### config.mk
export PLATFORM = sky130hd
export DESIGN_NAME = decoder3_8_stream
export DESIGN_NICKNAME = d
export VERILOG_FILES = /design/src/rtl/decoder3_8_stream.sv
export SDC_FILE = /design/constraint.sdc
export NUM_CORES = 1
export LEC_CHECK = 0
export CAP_MARGIN = 20
export CORE_UTILIZATION = 57
export DETAILED_ROUTE_END_ITERATION = 10
export PLACE_DENSITY = 0.82
export SLEW_MARGIN = 5
export SYNTH_ARGS = -nofsm -noshare
export SYNTH_HDL_FRONTEND = slang
export SYNTH_SLANG_ARGS = --single-unit
export TNS_END_PERCENT = 1
### constraint.sdc
create_clock -name clk -period 7.3 [get_ports clk]
set_input_delay 1.825 -clock clk [delete_from_list [all_inputs] [get_ports clk]]
set_output_delay 1.825 -clock clk [all_outputs]
set_load 0.03 [all_outputs]
### src/rtl/decoder3_8_stream.sv
// Registered 3-to-8 one-hot decoder with a 4-entry code FIFO and a fixed per-word hold time.
// Optional even-parity checking on the input code is enabled by defining DEC_PARITY_EN.
module decoder3_8_stream #(
  parameter int HOLD = 4
) (
  input  logic       clk,
  input  logic       rst,
  input  logic       in_valid,
  output logic       in_ready,
  input  logic [2:0] in_code,
`ifdef DEC_PARITY_EN
  input  logic       in_par,
`endif
  output logic [7:0] out_onehot,
  output logic       out_valid,
  output logic       busy,
  output logic [2:0] count,
  output logic       err
);

  localparam logic [4:0] HOLD_RELOAD = 5'(HOLD - 1);

  typedef enum logic {
    S_IDLE,
    S_HOLD
  } state_t;

  state_t     state, state_nxt;
  logic [4:0] hold_cnt, hold_cnt_nxt;
  logic [7:0] onehot_nxt;
  logic       valid_nxt;

  logic [2:0] mem [4];
  logic [1:0] wr_ptr, rd_ptr;
  logic       accept, code_ok, push, pop;

  // Ready depends only on registered occupancy, never on this cycle's pop.
  assign in_ready = (count != 3'd4) && !rst;
  assign accept   = in_valid && in_ready;

`ifdef DEC_PARITY_EN
  assign code_ok = ~(^{in_code, in_par});
`else
  assign code_ok = 1'b1;
`endif

  assign push = accept && code_ok;
  assign busy = (count != 3'd0) || (state == S_HOLD);

  always_ff @(posedge clk) begin
    if (push) mem[wr_ptr] <= in_code;
  end

  always_ff @(posedge clk or posedge rst) begin
    if (rst) begin
      wr_ptr <= 2'd0;
      rd_ptr <= 2'd0;
      count  <= 3'd0;
    end else begin
      if (push) wr_ptr <= wr_ptr + 2'd1;
      if (pop)  rd_ptr <= rd_ptr + 2'd1;
      case ({push, pop})
        2'b10:   count <= count + 3'd1;
        2'b01:   count <= count - 3'd1;
        default: count <= count;
      endcase
    end
  end

  always_ff @(posedge clk or posedge rst) begin
    if (rst) begin
      state      <= S_IDLE;
      hold_cnt   <= 5'd0;
      out_onehot <= 8'h00;
      out_valid  <= 1'b0;
    end else begin
      state      <= state_nxt;
      hold_cnt   <= hold_cnt_nxt;
      out_onehot <= onehot_nxt;
      out_valid  <= valid_nxt;
    end
  end

  // A finished hold with a non-empty FIFO reloads directly, giving gap-free words.
  always_comb begin
    state_nxt    = state;
    hold_cnt_nxt = hold_cnt;
    onehot_nxt   = out_onehot;
    valid_nxt    = out_valid;
    pop          = 1'b0;
    case (state)
      S_IDLE: begin
        onehot_nxt = 8'h00;
        valid_nxt  = 1'b0;
        if (count != 3'd0) begin
          pop          = 1'b1;
          onehot_nxt   = 8'd1 << mem[rd_ptr];
          valid_nxt    = 1'b1;
          hold_cnt_nxt = HOLD_RELOAD;
          state_nxt    = S_HOLD;
        end
      end
      S_HOLD: begin
        if (hold_cnt != 5'd0) begin
          hold_cnt_nxt = hold_cnt - 5'd1;
        end else if (count != 3'd0) begin
          pop          = 1'b1;
          onehot_nxt   = 8'd1 << mem[rd_ptr];
          valid_nxt    = 1'b1;
          hold_cnt_nxt = HOLD_RELOAD;
        end else begin
          onehot_nxt = 8'h00;
          valid_nxt  = 1'b0;
          state_nxt  = S_IDLE;
        end
      end
      default: state_nxt = S_IDLE;
    endcase
  end

`ifdef DEC_PARITY_EN
  always_ff @(posedge clk or posedge rst) begin
    if (rst)                    err <= 1'b0;
    else if (accept && !code_ok) err <= 1'b1;
  end
`else
  assign err = 1'b0;
`endif

endmodule

After elaboration in Yosys (flattened, before gate mapping)

Memory sizes are Yosys's and may differ from the RTL's.
Index checks and enable logic that the tools add are counted.

Register bits: 22
Memory bits (writable): 12
Output and inout bits: 15
Logic and storage cells: 42
Memories kept: 1

Memories:

| memory | depth | bits a word | rd ports | clocked after Yosys merged registers in | write ports | line | RTL |
|---|---|---|---|---|---|---|---|
| mem    | 4     | 3           | 1        | 0                                       | 1           | 33   | `logic [2:0] mem [4];` |

$add $sub $neg: 5
Eq/ne operators: 4
Shift operators: 1
Mux-type cells: 16
Bitwise logic cells: 1
Reduce and logical (&&, ||, !) cells: 7

Operators with widths:

| operator                                            | count |
|---|---|
| 2-to-1 mux 8 bit                                    | 2 |
| case mux 8 bit (2 select lines)                     | 1 |
| 2-to-1 mux 5 bit                                    | 2 |
| case mux 5 bit (2 select lines)                     | 1 |
| << shifter 1 x 3 -> 8 bit, first input constant     | 1 |
| 2-to-1 mux 1 bit                                    | 6 |
| case mux 1 bit (2 select lines)                     | 3 |
| case mux 3 bit (2 select lines)                     | 1 |
| nonzero test 5 bit                                  | 1 |
| subtractor 5 x 1 -> 5 bit, second input constant    | 1 |
| adder 2 x 1 -> 2 bit, second input constant         | 2 |
| adder 3 x 1 -> 3 bit, second input constant         | 1 |
| inequality test 3 bit, second input constant        | 1 |
| nonzero test 3 bit                                  | 1 |
| subtractor 3 x 1 -> 3 bit, second input constant    | 1 |
| equality test 2 x 1 -> 1 bit, second input constant | 1 |
| equality test 2 bit, second input constant          | 1 |
| logical AND 1 bit                                   | 2 |
| inequality test 2 bit, second input constant        | 1 |
| nonzero test 2 bit                                  | 1 |
| zero test 1 bit                                     | 1 |
| logical OR 1 bit                                    | 1 |
| inverter 1 bit                                      | 1 |

Logic depth before layout (Yosys ltp)

Gate-level depths: netlist (run 1).

Depth in word-level cells: 6
Gate-level depth with buffers: 11
Gate-level depth less buffers: 10

Worst setup path before layout (run 1)

Ideal clock, no wire load.

Path type: in2out
Start: input rst
End: output in_ready
Data arrival time: 2.305 ns
Slack: 3.170 ns
Stages on the path: 1
Cells stage by stage: a21oi_1

Cells in the longest elaborated chain, start to end: 2

Ends and longest elaborated chain:

| what                      | line | RTL |
|---|---|---|
| start: declaration        | 7    | `input logic rst,` |
| zero test 1 bit (no line) | --   |  |
| logical AND 1 bit         | 38   | `assign in_ready = (count != 3'd4) && !rst;` |
| end: declaration          | 9    | `output logic in_ready,` |

No other way between the ends.

Worst setup path after layout (run 1)

Same ends and word-level chain as after synthesis.

==> reports/metrics.csv, run 1 <==
stage;metric;value;unit
floorplan;Die Wd;54.3;um
detailed_routing;vias per cell;5.81;
global_route;vias in the first global route;1005;
sta;setup total negative slack;0;ns
sta;fin crit period;4.92;ns
global_route;initial antenna violation count;0;
global_route;GRT Overall Usage;0.231;
yosys;post-synthesis sequential area ratio;0.584;
yosys;Adder-Cell Fraction of Synth Area;0.0610;
yosys;Post-Syn Area per Cell;12.8;um2
cts;Root Buffer;clkbuf_4;
sta;Worst-Margin Slew;0.814;ns
yosys;Cell variety after synth;36;
yosys;synthesized flop and latch total;34;
layout;Area growth syn-to-layout;18.3;%
global_route;largest net degree at the start of global routing;23;
cts;total CTS buffers;5;
global_route;met2 usage;0.386;
setup_path;CP Class;primary input to primary output;
sta;final-report hold violation count;0;
run;# Max-Cap Violations;0;
cts;hold buffer count at CTS;0;
layout;antenna cells;0;
detailed_routing;total routed wirelength;2.75;mm
hold_path;Hold Path Class;register to register;
floorplan;die area;2950;um2
yosys;Net Count, Synth;135;
yosys;XOR/XNOR share of the synthesized area;0.0337;
layout;commonest non-fill, non-tap cell in the layout;dfrtp_1;
cts;worst skew pair latency;0.35;ns
cts;clock buffer depth;2;
yosys;post-synthesis mux area share;0.0506;
detailed_routing;drt pass-1 iters;4;
setup_path;Setup crit start kind;primary input;
detailed_routing;Remaining DRCs;0;
power;Cell Pwr Density;417;nW/um2
sta;period utilization;0.674;
placed_design;Post-DP HPWL;2.11;mm
yosys;synth warn;0;
cts;Reg clk slew, reported paths;0.09;ns
placed_design;Post-Place Cell Area;1760;um2
sta;clk_skew;0.0103;ns
setup_path;WP data required;5.48;ns
layout;layout net count;157;
cts;postcts setup bufs;0;
sta;Slew headroom;0.457;
setup_path;Worst Path Max Fanout;3;
layout;Final Util;0.731;
yosys;area of the mapped netlist;1560;um2
power;Leakage Power;0.756;nW
global_route;GR Util met3;0.0583;
detailed_routing;Routed Antenna Nets;0;
yosys;Synth Area in Compound Gates;0.124;
global_route;first-pass GRT wire length;4.45;mm
detailed_routing;Vias;1016;
sta;RSZ-0062 raised after global routing;no;
sta;Final Max Slew Viols;0;
sta;Fin Hold WS;0.507;ns
layout;filler instances;183;
layout;design area;1840;um2
global_route;grt total ovfl;0;
cts;post-CTS sizing;0;
cts;CTS tree;done;
detailed_routing;drt first-iter violations;17;
run_status;status;complete, no violations;
detailed_routing;routed length per placed instance;15.7;um
layout;share of cells above drive strength 1;0.0897;
setup_path;CP endpoint kind;primary output;
floorplan;Cell Rows;18;
yosys;Synth Area in Simple Gates;0.0899;
cts;TritonCTS sink count;34;
floorplan;die extent in y;54.3;um
global_route;grt peak-use layer;met2;
cts;CTS H-tree depth;2;
yosys;largest family of logic cells by synthesized area;compound AO/OA/AOI/OAI gates;
setup_path;Data arrival, critical path;3.09;ns
floorplan;# IOs;21;
placed_design;Final Wtd Congestion;0.802;
power;maximum vdd drop;0.000375;V
sta;count of final setup violators;0;
layout;most frequent cells in the layout;22 x dfrtp_1, 19 x clkdlybuf4s50_1, 15 x inv_1;
sta;Peak Freq;203;MHz
power;Pwr Total;0.769;mW
placed_design;PortBufs;19;
global_route;global-route met1 utilization;0.258;
floorplan;CORE AREA;2520;um2
yosys;cell count after synthesis;122;
floorplan;Initial Util;0.618;
[worst paths after layout]
| kind | cells after the start | from | endpoint | slack, ns |
|---|---|---|---|---|
| max | 3 | rst | in_ready | 2.38 |
| min | 1 | hold_cnt[0] | hold_cnt[0] | 0.51 |
| max reg2reg | 10 | hold_cnt[0] | count[2] | 4.61 |
| min reg2reg | 1 | hold_cnt[0] | hold_cnt[0] | 0.51 |
| max in group asynchronous | 2 | rst | out_onehot[4] | 4.80 |
| min in group asynchronous | 2 | rst | wr_ptr[0] | 1.98 |
[power breakdown]
part	switching, mW	internal (mW)	total, mW
Combinational	0.179	0.138	0.317
Clock	0.0619	0.0817	0.144
Sequential	0.0549	0.253	0.308
[registers in the layout, indices dropped and copies added (netlist names)]
| register | count |
|---|---|
| out_onehot | 8 |
| wr_ptr | 2 |
| mem | 12 |
| hold_cnt | 5 |
| out_valid | 1 |
| state | 1 |
| rd_ptr | 2 |
| count | 3 |
[worst max-delay path, cell delays in order]
cell and delay (ns):
clkdlybuf4s50_1 0.44, a21oi_1 0.14, clkdlybuf4s50_1 0.69
[routing by layer]
layer	wire length (um)	up-vias
li1	-	475
met1	1110	504
met2	1430	30
met3	126	7
met4	78	0
met5	0	-
[layout make-up]
class / count / area, um2 / area share
clock buffer: 7 / 55.1 / 0.0299
sequential: 34 / 911 / 0.494
tap: 30 / 37.5 / 0.0204
clock inverter: 1 / 30.0 / 0.0163
multi-input combinational: 69 / 564 / 0.306
inverter: 15 / 56.3 / 0.0305
timing repair buffer: 19 / 190 / 0.103
[kinds of logic (layout without fill, tap and decap cells)]
kind of cell    after synthesis  in the layout
other cells                   1              1
compound gates               26             26
simple gates                 25             25
mux                           4              4
flops                        34             34
xor+xnor                      6              6
buf+inv                      19             42
fa+ha+maj                     7              7
[synth_stat cells]
library cell / n / area share
nor4b_1: 1 / 0.0056
and2_1: 4 / 0.016
fa_1: 1 / 0.013
or4b_4: 1 / 0.0088
nor2b_1: 1 / 0.0040
o22ai_1: 1 / 0.0040
a21oi_1: 6 / 0.019
nor4_1: 1 / 0.0040
clkbuf_1: 1 / 0.0024
mux2_2: 1 / 0.0072
or3_1: 2 / 0.0080
buf_4: 1 / 0.0048
nand2b_1: 2 / 0.0080
edfxtp_1: 12 / 0.23
nor3_1: 2 / 0.0064
nand3_1: 3 / 0.0096
ha_1: 6 / 0.048
a31oi_1: 1 / 0.0040
conb_1: 1 / 0.0024
o211ai_1: 2 / 0.0096
nand2_1: 4 / 0.0096
xor2_1: 3 / 0.017
dfrtp_1: 22 / 0.35
mux4_2: 3 / 0.043
a211oi_4: 1 / 0.013
inv_1: 15 / 0.036
o21a_1: 1 / 0.0048
a32o_1: 4 / 0.026
buf_6: 1 / 0.0072
a211oi_1: 3 / 0.014
xnor2_1: 3 / 0.017
nor2_1: 4 / 0.0096
buf_2: 1 / 0.0032
o21ai_0: 3 / 0.0096
o31ai_1: 3 / 0.014
o2bb2ai_1: 1 / 0.0056
[stage by stage]
stage	std cells	setup WS (ns)
2_1_floorplan	122	3.17
3_3_place_gp	167	2.42
3_5_place_dp	167	2.36
4_1_cts	175	2.36
5_1_grt	175	2.33
6_report	175	2.38
Power figures use the tool's default switching activity.
==> run 2, diff against run 1 <==
--- a/config.mk
+++ b/config.mk
@@ -6,9 +6,9 @@
 export NUM_CORES = 1
 export LEC_CHECK = 0
 export CAP_MARGIN = 20
-export CORE_UTILIZATION = 57
+export CORE_UTILIZATION = 48
 export DETAILED_ROUTE_END_ITERATION = 10
-export PLACE_DENSITY = 0.82
+export PLACE_DENSITY = 0.74
 export SLEW_MARGIN = 5
 export SYNTH_ARGS = -nofsm -noshare
 export SYNTH_HDL_FRONTEND = slang
==> constraint.sdc (replaced) <==
create_clock -name clk -period 4.5 [get_ports clk]
set_input_delay 1.125 -clock clk [delete_from_list [all_inputs] [get_ports clk]]
set_output_delay 1.125 -clock clk [all_outputs]
set_load 0.03 [all_outputs]
==> run 2 against run 1 <==
Via count increased by 0.20%. Power up 52%. Wire length fell by 4.2%. Highest routed layer unchanged. Die area rose by 18%. First-iteration DRC count down 47%. Cell area fell by 1.0%. Critical path type unchanged. Non-clock buffer count is the same. Clock power rose by 7%. Combinational power is 62% higher.
==> reports/metrics.csv, run 2 (synthesis gave the netlist of run 1 again) <==
stage;metric;value;unit
run_status;status;complete, no violations;
sta;count of final setup violators;0;
layout;commonest non-fill, non-tap cell in the layout;dfrtp_1;
detailed_routing;DR top layer;met4;
sta;Final Max Slew Viols;0;
hold_path;hold wc startpoint;out_onehot[3];
layout;layout net count;157;
detailed_routing;Routed Antenna Nets;0;
setup_path;Setup crit start kind;primary input;
setup_path;WP data required;3.38;ns
sta;Peak Freq;285;MHz
setup_path;Worst Path Max Fanout;3;
floorplan;CORE AREA;3080;um2
detailed_routing;vias per cell;5.39;
setup_path;CP endpoint kind;primary output;
global_route;initial antenna violation count;0;
cts;CTS tree;done;
placed_design;Place WS;1.00;ns
layout;Area growth syn-to-layout;17.1;%
cts;worst skew pair latency;0.33;ns
detailed_routing;drt pass-1 iters;4;
cts;post-CTS sizing;0;
setup_path;CP max stage cell;clkdlybuf4s50_1;
cts;hold buffer count at CTS;0;
setup_path;reg2reg end;count[2];
sta;fin crit period;3.50;ns
layout;area of the multi-input gates;564;um2
floorplan;die area;3480;um2
power;maximum vdd drop;0.000382;V
layout;antenna cells;0;
floorplan;die extent in y;59.0;um
setup_path;flop-to-flop setup slack;1.82;ns
detailed_routing;routed wl met2;1.34;mm
placed_design;Final Wtd Congestion;0.768;
cts;TritonCTS sink count;34;
setup_path;Worst Setup SP;rst;
sta;setup total negative slack;0;ns
sta;period utilization;0.779;
setup_path;critical path depth in cells;3;
setup_path;cells on worst reg2reg path;10;
global_route;vias in the first global route;1044;
setup_path;family with the most delay on the worst path;buffers and inverters;
power;Cell Pwr Density;640;nW/um2
hold_path;Hold Path Class;register to register;
cts;Root Buffer;clkbuf_4;
setup_path;CP max stage delay;0.68;ns
setup_path;Setup crit end;in_ready;
setup_path;RR Startpoint;hold_cnt[0];
detailed_routing;routed length per placed instance;13.9;um
global_route;first-pass GRT wire length;4.49;mm
placed_design;PortBufs;19;
global_route;grt total ovfl;0;
sta;RSZ-0062 raised after global routing;no;
layout;most frequent cells in the layout;22 x dfrtp_1, 19 x clkdlybuf4s50_1, 15 x inv_1;
detailed_routing;M1 WL;1.12;mm
sta;final-report hold violation count;0;
detailed_routing;Met3 Wirelength;115;um
setup_path;CP Class;primary input to primary output;
power;Leakage Power;0.737;nW
layout;filler instances;267;
setup_path;cell chain of the critical path;clkdlybuf4s50_1 -> a21oi_1 -> clkdlybuf4s50_1;
sta;Slew headroom;0.451;
setup_path;CP most frequent cell;clkdlybuf4s50_1;
floorplan;Initial Util;0.507;
sta;clk_skew;0.00405;ns
layout;max reg flops;12;
setup_path;Data arrival, critical path;2.38;ns
detailed_routing;Remaining DRCs;0;
global_route;GRT Overall Usage;0.182;
cts;Reg clk slew, reported paths;0.09;ns
detailed_routing;drt first-iter violations;9;
cts;CTS H-tree depth;2;
sta;worst setup margin;0.995;ns
detailed_routing;Vias;1018;
cts;clock buffer depth;2;
setup_path;worst path bufs/invs;2;
floorplan;Die Wd;59.0;um
detailed_routing;total routed wirelength;2.63;mm
layout;biggest registers after layout;mem: 12 flops, out_onehot: 8 flops, hold_cnt: 5 flops;
run;# Max-Cap Violations;0;
cts;total CTS buffers;5;
layout;largest reg by FF count;mem;
layout;Register Area;911;um2
floorplan;Cell Rows;20;
placed_design;Post-DP HPWL;1.98;mm
global_route;largest net degree at the start of global routing;23;
sta;Worst-Margin Slew;0.822;ns
floorplan;# IOs;21;
cts;postcts setup bufs;0;
layout;share of cells above drive strength 1;0.0759;
==> run 2: where the power goes <==
part / leakage, nW / total, mW / internal (mW) / switching [mW]
clock network: 0.0265 / 0.154 / 0.0622 / 0.0919
registers: 0.381 / 0.502 / 0.411 / 0.0912
logic: 0.330 / 0.512 / 0.224 / 0.288
==> run 2: area by class of cell <==
class | count | area share
multi-input cells | 69 | 0.309
inverters | 15 | 0.0308
clock buffers | 8 | 0.0267
well taps | 44 | 0.0302
flip-flops and latches | 34 | 0.499
repair buffers | 19 | 0.104
==> run 2: worst min path at each step <==
stage | slack, ns | cells past startpoint | endpoint
after detailed placement | 0.48 | 1 | out_onehot[3]
final | 0.50 | 1 | out_onehot[3]
after global routing | 0.51 | 1 | out_onehot[7]
after floorplan | 0.46 | 1 | hold_cnt[0]
after CTS | 0.50 | 1 | out_onehot[3]
after global placement | 0.48 | 1 | out_onehot[7]
==> run 2: through the flow <==
stage          area, um2  hold slack [ns]  utilization  power, mW  std cells
6_report            1830            0.497        0.593       1.17        189
3_5_place_dp        1780            0.481        0.577       1.02        181
5_1_grt             1830            0.514        0.593       1.25        189
2_1_floorplan       1560            0.459            -      0.867        122
3_3_place_gp        1780            0.480        0.577      0.997        181
4_1_cts             1830            0.501        0.593       1.18        189
==> run 2: layer usage <==
metal / track usage / vias to the layer above
met1: 0.207 / 505
met2: 0.304 / 29
met3: 0.0655 / 5
met5: 0 / -
li1: - / 479
met4: 0.0918 / 0
